$ cat config.mk
export PLATFORM = sky130hd
export DESIGN_NAME = mult_seq_ctrl_flat
export DESIGN_NICKNAME = d
export VERILOG_FILES = /design/src/rtl/mult_seq_ctrl_pkg.sv /design/src/rtl/mult_seq_ctrl_if.sv /design/src/rtl/mult_seq_ctrl_shift_add_dp.sv /design/src/rtl/mult_seq_ctrl.sv /design/src/flat_wrapper.sv
export SDC_FILE = /design/constraint.sdc
export NUM_CORES = 1
export LEC_CHECK = 0
export CAP_MARGIN = 20
export CELL_PAD_IN_SITES_DETAIL_PLACEMENT = 0
export CELL_PAD_IN_SITES_GLOBAL_PLACEMENT = 1
export CORE_AREA = 2 2 135 137
export CTS_CLUSTER_SIZE = 14
export DETAILED_ROUTE_END_ITERATION = 12
export DIE_AREA = 0 0 137 139
export PLACE_DENSITY_LB_ADDON = 0.1
export RECOVER_POWER = 50
export SLEW_MARGIN = 20
export SYNTH_ARGS = -nofsm -noshare
export SYNTH_HDL_FRONTEND = slang
export SYNTH_HIERARCHICAL = 1
export SYNTH_SLANG_ARGS = --single-unit
$ cat constraint.sdc
create_clock -name clk -period 6.86 [get_ports clk]
set_input_delay 1.029 -clock clk [delete_from_list [all_inputs] [get_ports clk]]
set_output_delay 1.029 -clock clk [all_outputs]
set_load 0.05 [all_outputs]
$ cat src/rtl/mult_seq_ctrl_pkg.sv
// Shared encodings for the EX-stage multiply sequencer and the writeback mux.
// The writeback mux decodes the same WB_SEL_* values that the sequencer drives.
package mult_seq_ctrl_pkg;

    localparam logic [1:0] ST_IDLE = 2'd0;
    localparam logic [1:0] ST_RUN  = 2'd1;
    localparam logic [1:0] ST_DONE = 2'd2;

    localparam logic [1:0] WB_SEL_ALU = 2'b00;
    localparam logic [1:0] WB_SEL_MEM = 2'b01;
    localparam logic [1:0] WB_SEL_MUL = 2'b10;

    // The multiply source wins only while the product is presented; 2'b11 is never produced.
    function automatic logic [1:0] wb_sel_for(input logic mul_done, input logic mem_to_reg);
        if (mul_done)
            return WB_SEL_MUL;
        return mem_to_reg ? WB_SEL_MEM : WB_SEL_ALU;
    endfunction

endpackage

$ cat src/rtl/mult_seq_ctrl_if.sv
// EX-stage multiply handshake: the pipeline (master) issues operands and
// control, the sequencer (slave) returns stall, product and writeback select.
interface mult_seq_ctrl_if #(
    parameter int DATA_W = 32
);
    logic              mult_req;
    logic              flush;
    logic              mem_to_reg;
    logic [DATA_W-1:0] op_a;
    logic [DATA_W-1:0] op_b;
    logic              stall;
    logic [DATA_W-1:0] result;
    logic              result_valid;
    logic [1:0]        wb_sel;

    modport master (
        output mult_req, flush, mem_to_reg, op_a, op_b,
        input  stall, result, result_valid, wb_sel
    );

    modport slave (
        input  mult_req, flush, mem_to_reg, op_a, op_b,
        output stall, result, result_valid, wb_sel
    );
endinterface

$ cat src/rtl/mult_seq_ctrl_shift_add_dp.sv
// Shift-add multiply datapath: load latches the operands, each step adds the
// shifted multiplicand when the current multiplier bit is set.
module shift_add_dp #(
    parameter int DATA_W = 32
) (
    input  logic              clk,
    input  logic              arst,
    input  logic              load,
    input  logic              step,
    input  logic [DATA_W-1:0] op_a,
    input  logic [DATA_W-1:0] op_b,
    output logic [DATA_W-1:0] acc_next
);
    logic [DATA_W-1:0] acc;
    logic [DATA_W-1:0] mcand;
    logic [DATA_W-1:0] mplier;

    assign acc_next = acc + (mplier[0] ? mcand : '0);

    always_ff @(posedge clk or posedge arst) begin
        if (arst) begin
            acc    <= '0;
            mcand  <= '0;
            mplier <= '0;
        end else if (load) begin
            acc    <= '0;
            mcand  <= op_a;
            mplier <= op_b;
        end else if (step) begin
            acc    <= acc_next;
            mcand  <= mcand << 1;
            mplier <= mplier >> 1;
        end
    end
endmodule

$ cat src/rtl/mult_seq_ctrl.sv
// Multi-cycle MUL sequencer: stalls the pipeline for a fixed-latency shift-add
// multiply and steers the writeback mux to the product for one cycle.
//
//  state | meaning
//  IDLE  | no multiply in flight; a MUL in EX (not flushed) loads operands
//  RUN   | one shift-add step per cycle, DATA_W steps, pipeline stalled
//  DONE  | product presented for one cycle, stall released
module mult_seq_ctrl
    import mult_seq_ctrl_pkg::*;
#(
    parameter int DATA_W = 32
) (
    input  logic            clk,
    input  logic            arst,
    mult_seq_ctrl_if.slave  bus
);
    localparam int CNT_W = $clog2(DATA_W + 1);

    logic [1:0]        state;
    logic [CNT_W-1:0]  cnt;
    logic [DATA_W-1:0] result_q;
    logic [DATA_W-1:0] acc_next;
    logic              start;
    logic              running;
    logic              last_step;

    assign start     = (state == ST_IDLE) && bus.mult_req && !bus.flush;
    assign running   = (state == ST_RUN);
    assign last_step = (cnt == CNT_W'(DATA_W - 1));

    shift_add_dp #(.DATA_W(DATA_W)) u_dp (
        .clk      (clk),
        .arst     (arst),
        .load     (start),
        .step     (running),
        .op_a     (bus.op_a),
        .op_b     (bus.op_b),
        .acc_next (acc_next)
    );

    always_ff @(posedge clk or posedge arst) begin
        if (arst) begin
            state    <= ST_IDLE;
            cnt      <= '0;
            result_q <= '0;
        end else begin
            case (state)
                ST_IDLE: begin
                    cnt <= '0;
                    if (start)
                        state <= ST_RUN;
                end
                ST_RUN: begin
                    // A flush abandons the product; result keeps the previous value.
                    if (bus.flush) begin
                        state <= ST_IDLE;
                    end else begin
                        cnt <= cnt + CNT_W'(1);
                        if (last_step) begin
                            result_q <= acc_next;
                            state    <= ST_DONE;
                        end
                    end
                end
                ST_DONE: state <= ST_IDLE;
                default: state <= ST_IDLE;
            endcase
        end
    end

    assign bus.stall        = start || running;
    assign bus.result       = result_q;
    assign bus.result_valid = (state == ST_DONE);
    assign bus.wb_sel       = wb_sel_for(state == ST_DONE, bus.mem_to_reg);
endmodule

$ cat src/flat_wrapper.sv
// flat-port wrapper written by rule: the top's interface ports become plain ports
module mult_seq_ctrl_flat import mult_seq_ctrl_pkg::*;
#(
    parameter int DATA_W = 32
)
  (clk, arst, bus_mult_req, bus_flush, bus_mem_to_reg, bus_op_a, bus_op_b, bus_stall, bus_result, bus_result_valid, bus_wb_sel);
  mult_seq_ctrl_if #(.DATA_W(DATA_W)) bus_i ();
  input  logic clk;
  input  logic arst;
  input wire logic [$bits(bus_i.mult_req)-1:0] bus_mult_req;
  input wire logic [$bits(bus_i.flush)-1:0] bus_flush;
  input wire logic [$bits(bus_i.mem_to_reg)-1:0] bus_mem_to_reg;
  input wire logic [$bits(bus_i.op_a)-1:0] bus_op_a;
  input wire logic [$bits(bus_i.op_b)-1:0] bus_op_b;
  output wire logic [$bits(bus_i.stall)-1:0] bus_stall;
  output wire logic [$bits(bus_i.result)-1:0] bus_result;
  output wire logic [$bits(bus_i.result_valid)-1:0] bus_result_valid;
  output wire logic [$bits(bus_i.wb_sel)-1:0] bus_wb_sel;
  assign bus_i.mult_req = bus_mult_req;
  assign bus_i.flush = bus_flush;
  assign bus_i.mem_to_reg = bus_mem_to_reg;
  assign bus_i.op_a = bus_op_a;
  assign bus_i.op_b = bus_op_b;
  assign bus_stall = bus_i.stall;
  assign bus_result = bus_i.result;
  assign bus_result_valid = bus_i.result_valid;
  assign bus_wb_sel = bus_i.wb_sel;
  mult_seq_ctrl #(.DATA_W(DATA_W)) u_core (.clk(clk), .arst(arst), .bus(bus_i));
endmodule
# After elaboration in Yosys (flattened, before gate mapping)
# Index checks and enable logic that the tools add are counted.
totals:
  register_bits: 136
  inputBits: 69
  output_inout_bits: 36
  elab_cells: 42
classes:
  addsub: 2
  n_eq_ne: 6
  mux: 17
  n_bitwise: 1
  reduce_logical: 10
op_table:
  columns: ["cell", "count"]
  rows:
  - ["two-way mux 32 bit", 7]
  - ["adder 32 bit", 1]
  - ["case mux 6 bit (2 select lines)", 1]
  - ["two-way mux 2 bit", 5]
  - ["adder 6 x 1 -> 6 bit (second input constant)", 1]
  - ["equality test 6 x 5 -> 1 bit (second input constant)", 1]
  - ["two-way mux 6 bit", 1]
  - ["case mux 2 bit (2 select lines)", 1]
  - ["AND reduction 2 bit", 2]
  - ["nonzero test 2 bit", 2]
  - ["!= test 3 bit (second input constant)", 1]
  - ["AND reduction 3 bit", 1]
  - ["equality test 2 x 1 -> 1 bit (second input constant)", 1]
  - ["equality test 2 bit (second input constant)", 1]
  - ["logical AND 1 bit", 2]
  - ["logical NOT 2 bit", 1]
  - ["two-way mux 1 bit", 2]
  - ["!= test 2 x 1 -> 1 bit (second input constant)", 1]
  - ["!= test 2 bit (second input constant)", 1]
  - ["logical NOT 1 bit", 1]
  - ["logical OR 1 bit", 1]
  - ["NOT 1 bit", 1]

# Logic depth before layout (Yosys ltp)
# Gate-level depths: netlist (run 1).
logic_depth:
  depth_word: 5
  ltp_mapped: 13
  depth_no_buf: 12

# Cells and area by module
# Netlist (run 1), hierarchy kept.
by_module_without_submodules:
  columns: ["mod", "n_inst", "cells_per_inst", "area_per_inst_um2", "seq_area_each_um2"]
  rows:
  - ["shift_add_dp", 1, 679, 6268.5, 2402.3]
  - ["mult_seq_ctrl", 1, 119, 1804.2, 1001.0]

# Worst setup path after synthesis (run 1)
# No wires, ideal clock.
synth_timing:
  kind: "flip-flop to flip-flop"
  start: "register u_core.u_dp.mplier[0]"
  end: "register u_core.result_q[30] (netlist: u_core/bus.result[30])"
  setup_ns: 0.125
  arrival_ns: 3.012
  required_time_ns: 6.735
  slack_ns: 3.723
  stages_incl_launch_ff: 14
  path_buffers: 1
  synth_period_minus_slack_ns: 3.137
  cell_sequence: "dfrtp_1 clkbuf_1 and2_1 ha_1 fa_1 a21o_1 a221oi_4 o221a_4 o21ai_2 nor3_4 o21ai_4 a31oi_1 xnor2_1 mux2_4"
synth_between:
  elab_chain_cells: 2
synth_lines:
  columns: ["element", "line", "source"]
  rows:
  - ["from (decl)", "mult_seq_ctrl_shift_add_dp.sv:16", "logic [DATA_W-1:0] mplier;"]
  - ["from (signal assigned)", "mult_seq_ctrl_shift_add_dp.sv:28", "mplier <= op_b;"]
  - ["from (signal assigned)", "mult_seq_ctrl_shift_add_dp.sv:32", "mplier <= mplier >> 1;"]
  - ["two-way mux 32 bit", "mult_seq_ctrl_shift_add_dp.sv:18", "assign acc_next = acc + (mplier[0] ? mcand : '0);"]
  - ["adder 32 bit", "mult_seq_ctrl_shift_add_dp.sv:18", null]
  - ["net u_core.acc_next[30]", "mult_seq_ctrl.sv:22", "logic [DATA_W-1:0] acc_next;"]
  - ["to (signal assigned)", "mult_seq_ctrl.sv:60", "result_q <= acc_next;"]
  - ["to (decl)", "mult_seq_ctrl.sv:21", "logic [DATA_W-1:0] result_q;"]
# The timed path passes the listed nets, and every way through them passes these cells.
# A chain may end at the register's enable or synchronous reset.

# Worst setup path after layout (run 1)
layout_timing:
  start: "input bus_flush"
  end: "register u_core.u_dp.mplier[31]"
layout_between:
  elab_chain_cells: 3
  word_cells_on_any_way: 4
  classes_between: "mux (1); reduce/logical (3)"
layout_lines:
  columns: ["element", "line", "source"]
  rows:
  - ["from (decl)", "flat_wrapper.sv:11", "input wire logic [$bits(bus_i.flush)-1:0] bus_flush;"]
  - ["logical NOT 1 bit *", "mult_seq_ctrl.sv:27", "assign start = (state == ST_IDLE) && bus.mult_req && !bus.flush;"]
  - ["logical AND 1 bit *", "mult_seq_ctrl.sv:27", null]
  - ["net u_core.start", "mult_seq_ctrl.sv:23", "logic start;"]
  - ["two-way mux 32 bit / nonzero test 2 bit (equally long branches)", null, null]
# Mark *: on every way through the listed nets, which the timed path passes. The rest lies on a longest branch.

==> summary.md, run 1 <==
| Metric | Value |
|---|---|
| Peak clock frequency supported by timing | `0.2100 GHz` |
| Post-detailed-placement cell area | `0.009189 mm^2` |
| Die area | `0.01904 mm^2` |
| DRT Wirelength | `18.42 mm` |
| Top cell type's share of synthesized area | `0.4216` |
| Count of state elements after synthesis | `136` |
| Total number of clock tree sinks | `136` |
| Slowest cell on the critical path | `and3_1` |
| Resized cells post-CTS | `0` |
| RSZ-0062 raised after global routing | `false` |
| Number of detailed-route iterations in the first pass | `5` |
| Number of hold-repair buffers added at the cts stage | `0` |
| First-pass GRT wire length | `30.78 mm` |
| Number of DRC violations after detailed-routing iteration 0 | `355` |
| Via count of the first global-routing pass | `6259` |
| Type of the most critical hold path | `register to register` |
| Std cell rows | `49` |
| Post-CTS setup repair buffer count | `0` |
| Synth area leader | `dfrtp_1` |
| Layout Nets | `976` |
| Number of ports placed on the die boundary | `105` |
| Number of buffers between clock root and the deepest sink | `2` |
| Mean instance size in the synthesized netlist | `10.12 um^2` |
| Post-synth EDFFs | `0` |
| Worst Setup Slack, final | `2.098 ns` |
| Most used DFF post-synth | `dfrtp_1` |
| Clock skew after layout | `0.008110 ns` |
| Clock period minus final worst setup slack | `4.762 ns` |
| Data required time of the critical path | `7.13 ns` |
| Number of cells produced by synthesis | `798` |
| Filler Cells Inserted | `1588` |
| Post-route DRC violation count | `0` |
| Fraction of registers with async set or reset after synthesis | `1.000` |
| Total standard cell area after synthesis | `0.008073 mm^2` |
| Reported leakage power | `4.450 nW` |
| Starting utilization of the core area | `0.4572` |
| Worst-Margin Slew | `2.772 ns` |
| Vias post-DR | `6088` |
| Path type of the worst setup path | `input pin to register` |
| Critical Path Sink Type | `register` |
| Setup WS pre-CTS | `3.143 ns` |
| Final weighted congestion in routability-driven placement | `0.8749` |
| DR WL/cell | `16.51 um` |
| Violated checks | `max-capacitance violations, max-slew violations` |
| Total count of max-transition violations in the final report | `157` |
| Layout cells sized above 1 | `0.08681` |
| Leading post-synthesis cells by instance count | `dfrtp_1 (136), nand2_1 (92), mux2i_1 (89)` |
| Slew Limit Headroom | `-0.8478` |
| Num CTS Buffers | `17` |
| Maximum level of the CTS H-tree | `4` |
| Number of antenna violations at the first check in global routing | `0` |
| Crit start category | `input pin` |
| Post-route standard cell area excluding fillers | `0.009748 mm^2` |
| Setup violation total in the final timing report | `0` |
| Worst hold margin | `0.4915 ns` |
| Crit path max-delay family | `simple AND/OR/NAND/NOR gates` |
| Multi-input logic area | `0.004353 mm^2` |
| Most used standard cell by instance count after synthesis | `dfrtp_1` |
| Remaining Overflow, GRT | `0` |
| Final number of hold-violating endpoints | `0` |
| Final antenna diode count | `0` |
| Synth warn | `6` |
| Total Power | `0.003020 W` |
| Chip Width | `137 um` |
| Crit path buffers/inverters | `2` |
| Power per cell area | `309.8 mW/mm^2` |
| Clock root cell | `clkbuf_16` |
| Y dimension of the die | `139 um` |
| Delay of the slowest critical-path stage | `2.06 ns` |
| Antenna-violating nets left | `0` |
| Port-buffer cells | `104` |
| CTS tree | `built` |
| Final setup TNS | `0 ns` |
| Total global-route track usage | `0.2015` |
| Critical path cell sequence | `dlygate4sd3_1, nor2_1, and3_1, buf_4, nand2b_1, o21ai_0` |
| Maximum number of pins on one net before global-route repair | `89` |
| Peak ir drop on the vdd network | `0.1894 mV` |
| Std-Cell Core Area | `0.01766 mm^2` |
| Run status | `finished, violations left` |
| Syn_nets | `900` |
| Clock-pin slew on the worst setup and hold paths | `0.06 ns` |
| Register-to-register setup slack | `2.73 ns` |
| Number of library cell types mapped by synthesis | `74` |
| Largest cells by area after synthesis | `dfrtp_1 (42%), mux2i_1 (11%), mux2_4 (5.4%), o21ai_0 (5.0%), ha_1 (5.0%)` |
| Post-DR vias/cell | `5.455` |
| Sequential cell area in the final layout | `0.003403 mm^2` |
| Maximum fanout along the worst path | `88` |
| Sequential element share of the synthesized area | `0.4216` |
| Portion of the clock cycle consumed by the worst path in the final layout | `0.6942` |
| Area growth from synthesis to final layout | `20.75%` |
| Worst endpoint data arrival time | `5.03 ns` |
| Clock Latency Late Sink | `0.43 ns` |
| Post-DP HPWL | `12.66 mm` |
| Max-cap violations | `3` |
[logic make-up (layout without fill, tap and decap cells)]
family | count (synthesis) | in the layout | share of synthesized area
AOI/OAI and AO/OA | 172 | 172 | 0.1381
xor gates and xnor gates | 29 | 29 | 0.03146
adders and majority gates | 33 | 33 | 0.05208
buffers and inverters | 65 | 154 | 0.03890
DFF | 136 | 136 | 0.4216
muxes | 121 | 121 | 0.1685
and+or+nand+nor | 242 | 242 | 0.1494
[report_power, final]
group / total [W] / switching, W / leakage, nW / internal (W)
sequential: 0.00111 / 0.000133 / 1.77 / 0.000980
combinational: 0.00100 / 0.000574 / 2.40 / 0.000426
clock: 0.000906 / 0.000393 / 0.274 / 0.000513
total: 0.00302 / 0.00110 / 4.45 / 0.00192
[final cells by class]
| class | count | area share |
|---|---|---|
| Multi-Input combinational cell | 597 | 0.4465 |
| Tap cell | 229 | 0.02939 |
| Timing Repair Buffer | 109 | 0.1103 |
| Clock inverter | 15 | 0.01592 |
| Clock buffer | 17 | 0.04364 |
| Sequential cell | 136 | 0.3491 |
| Inverter | 13 | 0.005134 |
[path summary, 6_finish.rpt]
path / startpoint / endpoint / cells past startpoint
max: bus_flush / u_core/u_dp/mplier[31]$_DFFE_PP0P_ / 6
min: u_core/cnt[5]$_DFFE_PP0P_ / u_core/cnt[5]$_DFFE_PP0P_ / 1
max reg2reg: u_core/state[1]$_DFFE_PP0P_ / u_core/u_dp/mplier[31]$_DFFE_PP0P_ / 5
min reg2reg: u_core/cnt[5]$_DFFE_PP0P_ / u_core/cnt[5]$_DFFE_PP0P_ / 1
max in group asynchronous: arst / u_core/bus.result[20]$_DFFE_PP0P_ / 3
min in group asynchronous: arst / u_core/u_dp/mcand[10]$_DFFE_PP0P_ / 2
[per-stage QoR]
step                  util  std cells
global placement    0.5204       1084
global route        0.5521       1116
floorplan                -        798
finish              0.5521       1116
detailed placement  0.5204       1084
CTS                 0.5533       1116
[flip-flops by register name, indices dropped and copies added, names as in the netlist]
| name | flops |
|---|---|
| u_core/bus.result | 32 |
| u_core/cnt | 6 |
| u_core/u_dp/mcand | 32 |
| u_core/state | 2 |
| u_core/u_dp/acc | 32 |
| u_core/u_dp/mplier | 32 |
[routing by layer]
metal	track usage	share of wire	vias up
met5	0	0	-
met4	0.06294	0.014	0
met3	0.03582	0.031	19
met2	0.3168	0.46	115
met1	0.2825	0.49	2971
li1	-	-	2983
[worst reg2reg max path, stage by stage (launching register included)]
cell and delay [ns]:
dfrtp_1 0.54, nor2_1 0.22, and3_1 2.06, buf_4 0.85, nand2b_1 0.24, o21ai_0 0.07
[layout by cell type (no fill, tap or decap), types with 3 or more instances in the layout]
cell             instances
clkinvlp_4               4
nor2_1                  44
and2_1                  34
a211o_1                  4
inv_6                    6
clkdlybuf4s50_1        102
xor2_1                  11
nand2_1                 92
nand4b_1                 3
a21o_1                  10
mux2_2                   3
and4_1                   3
nand3_1                 14
dfrtp_1                136
a21oi_1                 24
o22ai_1                  3
and3_1                   9
nor2b_1                  7
buf_4                    4
nand4_1                  5
o21a_1                   3
nor3_1                   5
inv_1                   11
clkbuf_16               17
mux2i_1                 89
nand3b_1                 3
a211oi_1                 3
mux2_4                  27
xnor2_1                 18
inv_8                    3
o21ai_0                 81
nand2b_1                 7
ha_1                    32
a31oi_1                  8
(Power assumes the default switching activity.)
==> run 2, diff against run 1 <==
--- a/config.mk
+++ b/config.mk
@@ -8,10 +8,10 @@
 export CAP_MARGIN = 20
 export CELL_PAD_IN_SITES_DETAIL_PLACEMENT = 0
 export CELL_PAD_IN_SITES_GLOBAL_PLACEMENT = 1
-export CORE_AREA = 2 2 135 137
+export CORE_AREA = 2 2 139 141
 export CTS_CLUSTER_SIZE = 14
 export DETAILED_ROUTE_END_ITERATION = 12
-export DIE_AREA = 0 0 137 139
+export DIE_AREA = 0 0 141 143
 export PLACE_DENSITY_LB_ADDON = 0.1
 export RECOVER_POWER = 50
 export SLEW_MARGIN = 20
==> constraint.sdc (replaced) <==
create_clock -name clk -period 4.8 [get_ports clk]
set_input_delay 0.72 -clock clk [delete_from_list [all_inputs] [get_ports clk]]
set_output_delay 0.72 -clock clk [all_outputs]
set_load 0.05 [all_outputs]
==> run 2 against run 1 <==
Against the previous run: the run still ends with max-capacitance violations, max-slew violations left; cell count rose by 0.54%; die area rose by 5.9%; non-clock buffer count rose by 1; utilization fell by 2.4 points; first-iteration DRC count rose by 8.5%; sequential power rose by 44%; clock power rose by 55%; largest cell class unchanged; critical endpoint is now u_core/u_dp/acc[24]$_DFFE_PP0P_; hold slack improved by 0.0080 ns; via count barely moved; routed wire length rose by 2.7%.
==> summary.md, run 2 (synthesis gave the netlist of run 1 again) <==
| Metric | Value |
|---|---|
| Run status | `finished, violations left (unchanged)` |
| Violated checks | `max-capacitance violations, max-slew violations (unchanged)` |
| Port-buffer cells | `104 (unchanged)` |
| Reported leakage power | `4.504 nW (was 4.450 nW)` |
| Clock-pin slew on the worst setup and hold paths | `0.06 ns (about the same)` |
| Maximum fanout along the worst path | `64 (was 88)` |
| Crit path to | `u_core/u_dp/acc[24]$_DFFE_PP0P_ (was u_core/u_dp/mplier[31]$_DFFE_PP0P_)` |
| Cells after DPL | `1090 (was 1084)` |
| Peak clock frequency supported by timing | `0.2594 GHz` |
| Proportion of power drawn by the clock network | `0.317 (was 0.300)` |
| Slew Limit Headroom | `-1.064 (was -0.8478)` |
| Final antenna diode count | `0 (unchanged)` |
| CTS tree | `built (unchanged)` |
| Post-route standard cell area excluding fillers | `0.009821 mm^2 (was 0.009748 mm^2)` |
| Setup violation total in the final timing report | `0 (unchanged)` |
| Commonest cells after routing, fill and taps aside | `dfrtp_1 (136), clkdlybuf4s50_1 (98), nand2_1 (92), mux2i_1 (89), o21ai_0 (81) (was dfrtp_1 (136), clkdlybuf4s50_1 (102), nand2_1 (92), mux2i_1 (89), o21ai_0 (81))` |
| Final core occ | `0.5286 (was 0.5521)` |
| Total global-route track usage | `0.1979 (was 0.2015)` |
| Chip Width | `141 um (was 137 um)` |
| Post-route DRC violation count | `0 (unchanged)` |
| Peak ir drop on the vdd network | `0.2379 mV (was 0.1894 mV)` |
| Std-Cell Core Area | `0.01858 mm^2 (was 0.01766 mm^2)` |
| Number of DRC violations after detailed-routing iteration 0 | `385 (was 355)` |
| Setup crit start | `bus_flush (unchanged)` |
| Starting utilization of the core area | `0.4345 (was 0.4572)` |
| Path type of the worst setup path | `input pin to register (unchanged)` |
| Total number of clock tree sinks | `136 (unchanged)` |
| Number of hold-repair buffers added at the cts stage | `0 (unchanged)` |
| Portion of the clock cycle consumed by the worst path in the final layout | `0.8033` |
| Final setup TNS | `0 ns (unchanged)` |
| Antenna-violating nets left | `0 (unchanged)` |
| Power per cell area | `450.7 mW/mm^2 (was 309.8 mW/mm^2)` |
| Switching Fraction | `0.3546 (was 0.3645)` |
| Number of ports placed on the die boundary | `105 (unchanged)` |
| Clock root cell | `clkbuf_16 (unchanged)` |
| Logic depth of the worst register-to-register path | `12 (was 5)` |
| Fraction of power consumed by combinational cells | `0.322 (was 0.331)` |
| Num CTS Buffers | `17 (unchanged)` |
| Internal portion of total power | `0.002857 W (was 0.001919 W)` |
| Number of detailed-route iterations in the first pass | `5 (unchanged)` |
| Vias post-DR | `6084 (was 6088)` |
| Die area | `0.02016 mm^2 (was 0.01904 mm^2)` |
| Final weighted congestion in routability-driven placement | `0.8300 (was 0.8749)` |
| Y dimension of the die | `143 um (was 139 um)` |
| Most common cell after layout, fill and taps aside | `dfrtp_1 (unchanged)` |
| Data required time of the critical path | `5.11 ns (was 7.13 ns)` |
| Total count of max-transition violations in the final report | `203 (was 157)` |
| Clock period minus final worst setup slack | `3.856 ns` |
| Worst-Margin Slew | `3.096 ns (was 2.772 ns)` |
| Clock Latency Late Sink | `0.43 ns (about the same)` |
| Layout cells sized above 1 | `0.08784 (was 0.08681)` |
| Clock skew after layout | `0.007459 ns (was 0.008110 ns)` |
| Std cell rows | `50 (was 49)` |
| RSZ-0062 raised after global routing | `false (unchanged)` |
| Setup WS pre-CTS | `1.016 ns (was 3.143 ns)` |
| Non-filler instance count after layout | `1122 (was 1116)` |
| Worst Setup Slack, final | `0.9444 ns (was 2.098 ns)` |
| Layout Nets | `977 (was 976)` |
| Post-detailed-placement cell area | `0.009215 mm^2 (was 0.009189 mm^2)` |
| Post-DP HPWL | `13.06 mm (was 12.66 mm)` |
| DR WL/cell | `16.86 um (was 16.51 um)` |
| Number of antenna violations at the first check in global routing | `0 (unchanged)` |
| Remaining Overflow, GRT | `0 (unchanged)` |
| Net switching power of the design | `0.001569 W (was 0.001101 W)` |
| Reg2reg start | `u_core/u_dp/mplier[0]$_DFFE_PP0P_ (was u_core/state[1]$_DFFE_PP0P_)` |
| Capturing point of the worst reg2reg path | `u_core/bus.result[30]$_DFFE_PP0P_ (was u_core/u_dp/mplier[31]$_DFFE_PP0P_)` |
| First-pass GRT wire length | `31.76 mm (was 30.78 mm)` |
| Worst endpoint data arrival time | `4.16 ns (was 5.03 ns)` |
| Sequential group share of total power | `0.360 (was 0.369)` |
| Max-cap violations | `4 (was 3)` |
| Maximum level of the CTS H-tree | `4 (unchanged)` |
| Via count of the first global-routing pass | `6242 (was 6259)` |
| DRT Wirelength | `18.92 mm (was 18.42 mm)` |
| Final number of hold-violating endpoints | `0 (unchanged)` |
| Crit start category | `input pin (unchanged)` |
| Post-CTS setup repair buffer count | `0 (unchanged)` |
| Number of buffers between clock root and the deepest sink | `2 (unchanged)` |
| Post-DR vias/cell | `5.422 (was 5.455)` |
| Resized cells post-CTS | `0 (unchanged)` |
| Maximum number of pins on one net before global-route repair | `80 (was 89)` |
| Area growth from synthesis to final layout | `21.65% (was 20.75%)` |
| Type of the most critical hold path | `register to register (unchanged)` |
| Register-to-register setup slack | `1.00 ns (was 2.73 ns)` |
| Critical Path Sink Type | `register (unchanged)` |
run 2: cell types whose count changed in the layout (fill, tap and decap cells not counted), sizes merged:
cell           before  now
inv                20   18
bufinv              1    3
clkinv              2    3
clkbuf             18   20
clkdlybuf4s50     102   98
clkinvlp            5    3
dlygate4sd3         2    6
run 2: per-layer routing:
metal,GRT usage,vias to the layer above,share of wire
met5,0,-,0
met4,0.05737,0,0.0087
met3,0.04359,14,0.033
met2,0.3240,120,0.48
met1,0.2657,2967,0.48
li1,-,2983,-
run 2: area by class of cell:
class                      instances  area, um^2
fill                            1659        8760
multi-input combinational        597        4357
sequential                       136        3403
timing repair buffer             110        1092
clock buffer                      18       439.2
tap                              234       292.8
clock inverter                    14       187.7
inverter                          13       48.80
run 2: through the flow:
step	total power, W	hold WS, ns
detailed placement	0.003041	0.4855
CTS	0.004471	0.5152
floorplan	0.002650	0.4332
global placement	0.003008	0.4592
finish	0.004426	0.4995
global route	0.004719	0.5210
run 2: how the worst min path moves through the flow:
| stage | cells past startpoint | endpoint | from | slack (ns) |
|---|---|---|---|---|
| global placement | 1 | u_core/cnt[5]$_DFFE_PP0P_ | u_core/cnt[5]$_DFFE_PP0P_ | 0.46 |
| detailed placement | 1 | u_core/cnt[5]$_DFFE_PP0P_ | u_core/cnt[5]$_DFFE_PP0P_ | 0.49 |
| finish | 1 | u_core/cnt[5]$_DFFE_PP0P_ | u_core/cnt[5]$_DFFE_PP0P_ | 0.50 |
| floorplan | 1 | u_core/cnt[5]$_DFFE_PP0P_ | u_core/cnt[5]$_DFFE_PP0P_ | 0.43 |
| CTS | 1 | u_core/bus.result[8]$_DFFE_PP0P_ | u_core/bus.result[8]$_DFFE_PP0P_ | 0.52 |
| global route | 1 | u_core/bus.result[0]$_DFFE_PP0P_ | u_core/bus.result[0]$_DFFE_PP0P_ | 0.52 |
run 2: power by group through the flow:
stage                     Sequential, W  Clock, W  Combinational (W)
after floorplan                 0.00153         0            0.00112
after global placement          0.00161         0            0.00140
after detailed placement        0.00161         0            0.00143
after CTS                       0.00160   0.00144            0.00143
after global routing            0.00163   0.00149            0.00160
final                           0.00160   0.00140            0.00143
run 2: critical path: stages:
cell and delay, ns:
dlygate4sd3_1 0.63, nor2_1 0.16, and3_1 1.69, nor2_1 0.46
a221o_1 0.49
